### config.mk
export PLATFORM = sky130hd
export DESIGN_NAME = keypad_bcd_capture_flat
export DESIGN_NICKNAME = d
export VERILOG_FILES = /design/src/rtl/keypad_bcd_capture_if.sv /design/src/rtl/keypad_bcd_capture.sv /design/src/flat_wrapper.sv
export SDC_FILE = /design/constraint.sdc
export NUM_CORES = 1
export LEC_CHECK = 0
export BUFFER_PORTS_ARGS = -buffer_cell sky130_fd_sc_hd__buf_4
export CAP_MARGIN = 20
export CORE_MARGIN = 2
export CORE_UTILIZATION = 30
export CTS_CLUSTER_SIZE = 10
export DETAILED_ROUTE_END_ITERATION = 6
export GPL_TIMING_DRIVEN = 0
export PLACE_DENSITY = 0.57
export SYNTH_ARGS = -nofsm -noshare
export SYNTH_HDL_FRONTEND = slang
export SYNTH_SLANG_ARGS = --single-unit
### constraint.sdc
create_clock -name clock -period 7.9 [get_ports clock]
set_input_delay 1.58 -clock clock [delete_from_list [all_inputs] [get_ports clock]]
set_output_delay 1.58 -clock clock [all_outputs]
set_load 0.01 [all_outputs]
### src/rtl/keypad_bcd_capture_if.sv
// Keypad capture bus: raw key lines and clear in, accepted-key and digit-buffer status out.
//   d         raw one-hot key lines, bit i = key i
//   clear     synchronous digit-buffer clear
//   key_bcd   index of the last accepted key
//   key_valid one-cycle pulse per accepted key
//   digits    digit buffer, newest in [3:0]
//   count     number of stored digits
//   full      buffer holds DIGITS digits
//   overrun   one-cycle pulse, key accepted while full
//   multi_err more than one key line set in the registered sample
interface keypad_bcd_capture_if #(
  parameter int unsigned N_KEYS = 10,
  parameter int unsigned DIGITS = 4
);
  logic [N_KEYS-1:0]   d;
  logic                clear;
  logic [3:0]          key_bcd;
  logic                key_valid;
  logic [4*DIGITS-1:0] digits;
  logic [3:0]          count;
  logic                full;
  logic                overrun;
  logic                multi_err;

  modport master (
    output d, clear,
    input  key_bcd, key_valid, digits, count, full, overrun, multi_err
  );

  modport slave (
    input  d, clear,
    output key_bcd, key_valid, digits, count, full, overrun, multi_err
  );
endinterface

### src/rtl/keypad_bcd_capture.sv
// Debounced one-hot keypad capture: each accepted key-down is encoded to its
// 4-bit index and appended to a DIGITS-deep digit buffer (no wrap-around).
//   clock  rising-edge clock
//   reset  asynchronous, active-high
//   bus    keypad_bcd_capture_if slave (d/clear in; key, buffer and status out)
module keypad_bcd_capture #(
  parameter int unsigned N_KEYS   = 10,
  parameter int unsigned DIGITS   = 4,
  parameter int unsigned DEBOUNCE = 2
) (
  input  logic                  clock,
  input  logic                  reset,
  keypad_bcd_capture_if.slave   bus
);

  localparam int unsigned DW = 4 * DIGITS;
  localparam int unsigned CW = 4;

  typedef enum logic [1:0] {
    IDLE    = 2'd0,
    CHECK   = 2'd1,
    HELD    = 2'd2,
    RELEASE = 2'd3
  } state_t;

  state_t            state;
  logic [N_KEYS-1:0] d_q;
  logic [CW-1:0]     cnt;
  logic [3:0]        cand;
  logic [3:0]        key_bcd;
  logic              key_valid;
  logic [DW-1:0]     digits;
  logic [3:0]        count;
  logic              overrun;

  logic              is_zero;
  logic              is_one;
  logic [3:0]        code;
  logic [CW-1:0]     cnt_inc;
  logic              accept;

  // Index of the set bit in the registered sample (meaningful only when is_one).
  always_comb begin
    code = 4'd0;
    for (int unsigned i = 0; i < N_KEYS; i++) begin
      if (d_q[i]) code = 4'(i);
    end
  end

  // Clearing the lowest set bit leaves zero exactly when at most one bit is set.
  assign is_zero = (d_q == '0);
  assign is_one  = !is_zero && ((d_q & (d_q - N_KEYS'(1))) == '0);
  assign cnt_inc = cnt + CW'(1);

  // A key is accepted on the sample that completes DEBOUNCE equal one-hot samples.
  always_comb begin
    accept = 1'b0;
    case (state)
      IDLE:    accept = is_one && (DEBOUNCE == 1);
      CHECK:   accept = is_one && (code == cand) && (cnt_inc == CW'(DEBOUNCE));
      default: accept = 1'b0;
    endcase
  end

  // Input sampling, debounce FSM, key reporting and digit buffer.
  always_ff @(posedge clock or posedge reset) begin
    if (reset) begin
      state     <= IDLE;
      d_q       <= '0;
      cnt       <= '0;
      cand      <= 4'd0;
      key_bcd   <= 4'd0;
      key_valid <= 1'b0;
      digits    <= '0;
      count     <= 4'd0;
      overrun   <= 1'b0;
    end else begin
      d_q       <= bus.d;
      key_valid <= accept;
      overrun   <= 1'b0;

      if (accept) key_bcd <= code;

      // clear takes priority over storing a digit accepted on the same edge
      if (bus.clear) begin
        digits <= '0;
        count  <= 4'd0;
      end else if (accept) begin
        if (count < 4'(DIGITS)) begin
          digits <= (digits << 4) | DW'(code);
          count  <= count + 4'd1;
        end else begin
          overrun <= 1'b1;
        end
      end

      case (state)
        IDLE: begin
          if (is_one) begin
            cand  <= code;
            cnt   <= CW'(1);
            state <= (DEBOUNCE == 1) ? HELD : CHECK;
          end
        end
        CHECK: begin
          if (is_one) begin
            if (code == cand) begin
              if (cnt_inc == CW'(DEBOUNCE)) state <= HELD;
              else                          cnt   <= cnt_inc;
            end else begin
              cand <= code;
              cnt  <= CW'(1);
            end
          end else begin
            state <= IDLE;
          end
        end
        HELD: begin
          // any non-zero sample, including a rollover to another key, keeps the key held
          if (is_zero) begin
            cnt   <= CW'(1);
            state <= (DEBOUNCE == 1) ? IDLE : RELEASE;
          end
        end
        RELEASE: begin
          if (is_zero) begin
            if (cnt_inc == CW'(DEBOUNCE)) state <= IDLE;
            else                          cnt   <= cnt_inc;
          end else begin
            state <= HELD;
          end
        end
        default: state <= IDLE;
      endcase
    end
  end

  assign bus.key_bcd   = key_bcd;
  assign bus.key_valid = key_valid;
  assign bus.digits    = digits;
  assign bus.count     = count;
  assign bus.overrun   = overrun;
  assign bus.full      = (count == 4'(DIGITS));
  assign bus.multi_err = !is_zero && !is_one;

endmodule

### src/flat_wrapper.sv
// flat-port wrapper written by rule: the top's interface ports become plain ports
module keypad_bcd_capture_flat 
#(
  parameter int unsigned N_KEYS   = 10,
  parameter int unsigned DIGITS   = 4,
  parameter int unsigned DEBOUNCE = 2
)
  (clock, reset, bus_d, bus_clear, bus_key_bcd, bus_key_valid, bus_digits, bus_count, bus_full, bus_overrun, bus_multi_err);
  keypad_bcd_capture_if #(.N_KEYS(N_KEYS), .DIGITS(DIGITS)) bus_i ();
  input  logic clock;
  input  logic reset;
  input wire logic [$bits(bus_i.d)-1:0] bus_d;
  input wire logic [$bits(bus_i.clear)-1:0] bus_clear;
  output wire logic [$bits(bus_i.key_bcd)-1:0] bus_key_bcd;
  output wire logic [$bits(bus_i.key_valid)-1:0] bus_key_valid;
  output wire logic [$bits(bus_i.digits)-1:0] bus_digits;
  output wire logic [$bits(bus_i.count)-1:0] bus_count;
  output wire logic [$bits(bus_i.full)-1:0] bus_full;
  output wire logic [$bits(bus_i.overrun)-1:0] bus_overrun;
  output wire logic [$bits(bus_i.multi_err)-1:0] bus_multi_err;
  assign bus_i.d = bus_d;
  assign bus_i.clear = bus_clear;
  assign bus_key_bcd = bus_i.key_bcd;
  assign bus_key_valid = bus_i.key_valid;
  assign bus_digits = bus_i.digits;
  assign bus_count = bus_i.count;
  assign bus_full = bus_i.full;
  assign bus_overrun = bus_i.overrun;
  assign bus_multi_err = bus_i.multi_err;
  keypad_bcd_capture #(.N_KEYS(N_KEYS), .DIGITS(DIGITS), .DEBOUNCE(DEBOUNCE)) u_core (.clock(clock), .reset(reset), .bus(bus_i));
endmodule
==> key figures <==
Global route
  – Gr ovfl total: 0
  – Total GRT Usage: 0.124
  – Vias in the first global route: around 1900
  – First-pass GRT wire length: roughly 9000 um
  – Largest net degree at the start of global routing: 35
  – Antenna violations before repair: 0

Setup path
  – CP endpoint kind: output port
  – CP Class: register to output port
  – Crit Path Max Fanout: 7
  – Slowest CP cell: or4_1
  – Buf+Inv Stages, Crit Path: 3
  – Cells along the critical path: or4_1 -> buf_6 -> a2111oi_4 -> o211a_4 -> inv_4 -> buf_4
  – Startpoint Class: register
  – CP max stage delay: 0.54 ns
  – Worst EP arrival: 2.25 ns
  – Worst path required time: ~6.3 ns
  – CP top delay family: compound AO/OA/AOI/OAI gates

Drt
  – Routed len/inst: about 13 um
  – ANT nets after route: 0
  – DRT Pass-1 Iters: 4
  – Starting DRT DRC Count: 93
  – Total wire length: 5340 um
  – Via/cell ratio: 4.95
  – Vias: 1967
  – DRC viols: 0

Layout
  – Area grow syn2layout: 21.5%
  – Multi-input logic area: 1230 um2
  – FF/Latch Area: 1150 um2
  – FILL cells: slightly above 800
  – Antenna cells: 0
  – Share of cells above drive strength 1: 0.281
  – NumNets Final: 308

Synth
  – Mean Syn Cell Area: 10.5 um2
  – Area contributors post-synth: dfrtp_1, mux2i_1, nand2_1
  – Top-count cell post-synth: dfrtp_1
  – Syn_nets: between 200 and 300
  – Share of the synthesized area in the top cell type: 0.453
  – Top FF cell, synth: dfrtp_1
  – Yosys cell types: 63
  – FFs w/ async S/R, synth: 1.00
  – Warnings, synthesis: 0
  – Post-synthesis sequential area ratio: 0.453
  – Post-Synthesis Cells: approximately 240
  – Synth area leader: dfrtp_1
  – EDFF count, synth: 0
  – Yosys reg bits: 46
  – Synth Cell Area: ~2500 um2
  – Post-synth top cells: dfrtp_1, nand2_1, mux2i_1

Power
  – Worst vdd ir: 0.0973 mV
  – Static Leak: 0.00133 uW
  – Total power: 435 uW
  – PwrDens: 141 nW/um2

Timing
  – Max Freq: 0.261 GHz
  – Slew Limit Fails: 0
  – Clock Skews: 0.0106 ns
  – Setup TNS: 0 ns
  – Relative slew slack: 0.451
  – Final Setup Violations: 0
  – Worst-Margin Slew: 0.817 ns
  – Final hold violation count: 0
  – RSZ-0062 raised after global routing: false
  – Final min period: 3.83 ns
  – Crit share post-route: 0.485

Place
  – Placer Congestion: approximately 0.8
  – Post-DP HPWL: about 4000 um
  – # port buffers: 40

Floorplan
  – Row cnt: 33
  – Initial Util: 0.309
  – Core ar.: between 8000 and 9000 um2
  – Chip width: a little under 100 um
  – Die Height: ~96 um
  – Die ar.: 9230 um2
  – IO Pins: about 40

CTS
  – Total CTS buffers: 5
  – Post CTS Setup Buffer Count: 0
  – Max Root-Sink Buffers: 2
  – CTS tree: done
  – Hold Buf Count CTS: 0
  – Clk Latency, worst-skew pair: 0.30 ns
  – CTS root buf: clkbuf_8
  – Resized cells post-CTS: 0
  – Clk sink count: 46
  – Reg clk slew, reported paths: 0.09 ns
  – Htree depth: 2

Hold path
  – Worst hold path class: register to register

Run
  – Max-Cap Viols: 0

Status
  – Run status: finished, final reports clean
-- per-layer routing --
metal  up-vias  GRT usage  wire [um]
met2        39      0.189       2420
met5         -          0          0
met1       946      0.182       2670
li1        980          -          -
met3         2     0.0258        220
met4         0     0.0250         30
-- cell families after synthesis --
logic type                 after synthesis  synth area share
buffers and inverters                   22            0.0625
muxes                                   26             0.104
adders and majority gates                5            0.0236
DFF                                     46             0.453
and+or+nand+nor                         91             0.194
xor gates and xnor gates                 3            0.0103
AOI/OAI and AO/OA                       50             0.153
-- power breakdown --
part	switching, uW	internal [uW]
combinational	23.5	16.8
clock	78.3	70.4
sequential	5.54	240
-- cells in the final DEF (no fill, tap or decap), types with 2 or more instances in the layout --
master and count:
dfrtp_1 46, buf_4 40, nand2_1 33, mux2i_1 22, nor2_1 14, inv_1 10
o21ai_0 10, clkbuf_8 8, a21oi_1 8, nand3_1 5, nor2b_1 5, nor4_1 4
or2_2 4, nor3_1 4, a211oi_1 4, mux2_2 4, ha_1 4, xnor2_1 3
a2bb2oi_1 3, and3_1 3, buf_12 3, dlygate4sd3_1 2, o21ai_1 2, o21a_1 2
nor3_4 2, or3_2 2, nand4_1 2, a31oi_1 2, a21o_1 2, o31ai_1 2
-- stage by stage --
step / utilization / cells / hold WS (ns) / worst slack, ns / instance area [um2]
after floorplan: - / 243 / 0.505 / 4.62 / 2540
after global placement: 0.362 / 388 / 0.493 / 4.40 / 2970
after detailed placement: 0.364 / 389 / 0.501 / 4.39 / 2990
after CTS: 0.376 / 397 / 0.522 / 4.05 / 3090
after global routing: 0.376 / 397 / 0.542 / 3.97 / 3090
final: 0.376 / 397 / 0.520 / 4.07 / 3090
-- layout make-up --
cell class / count / area share
Tap cell: 105 / 0.0425
Multi-Input combinational cell: 175 / 0.399
Timing Repair Buffer: 41 / 0.104
Clock buffer: 6 / 0.0267
Sequential cell: 46 / 0.373
Clock inverter: 2 / 0.00405
Inverter: 13 / 0.0166
Buffer: 9 / 0.0348
-- final timing paths --
kind	startpoint	to	slack, ns	depth (start not counted)
max	u_core.d_q[2]$_DFF_PP0_	bus_multi_err	4.07	6
min	u_core.bus.key_bcd[2]$_DFFE_PP0P_	u_core.bus.key_bcd[2]$_DFFE_PP0P_	0.52	1
max reg2reg	u_core.d_q[4]$_DFF_PP0_	u_core.bus.count[0]$_DFFE_PP0P_	5.03	7
min reg2reg	u_core.bus.key_bcd[2]$_DFFE_PP0P_	u_core.bus.key_bcd[2]$_DFFE_PP0P_	0.52	1
max in group asynchronous	reset	u_core.bus.digits[7]$_DFFE_PP0P_	6.21	3
min in group asynchronous	reset	u_core.d_q[8]$_DFF_PP0_	1.23	2
-- sequential cells by signal (all words and copies together) (netlist names) --
name,count
u_core.bus.count,4
u_core.bus.overrun,1
u_core.bus.key_valid,1
u_core.bus.digits,16
u_core.cnt,4
u_core.bus.key_bcd,4
u_core.d_q,10
u_core.state,2
u_core.cand,4
(Power assumes the default switching activity.)
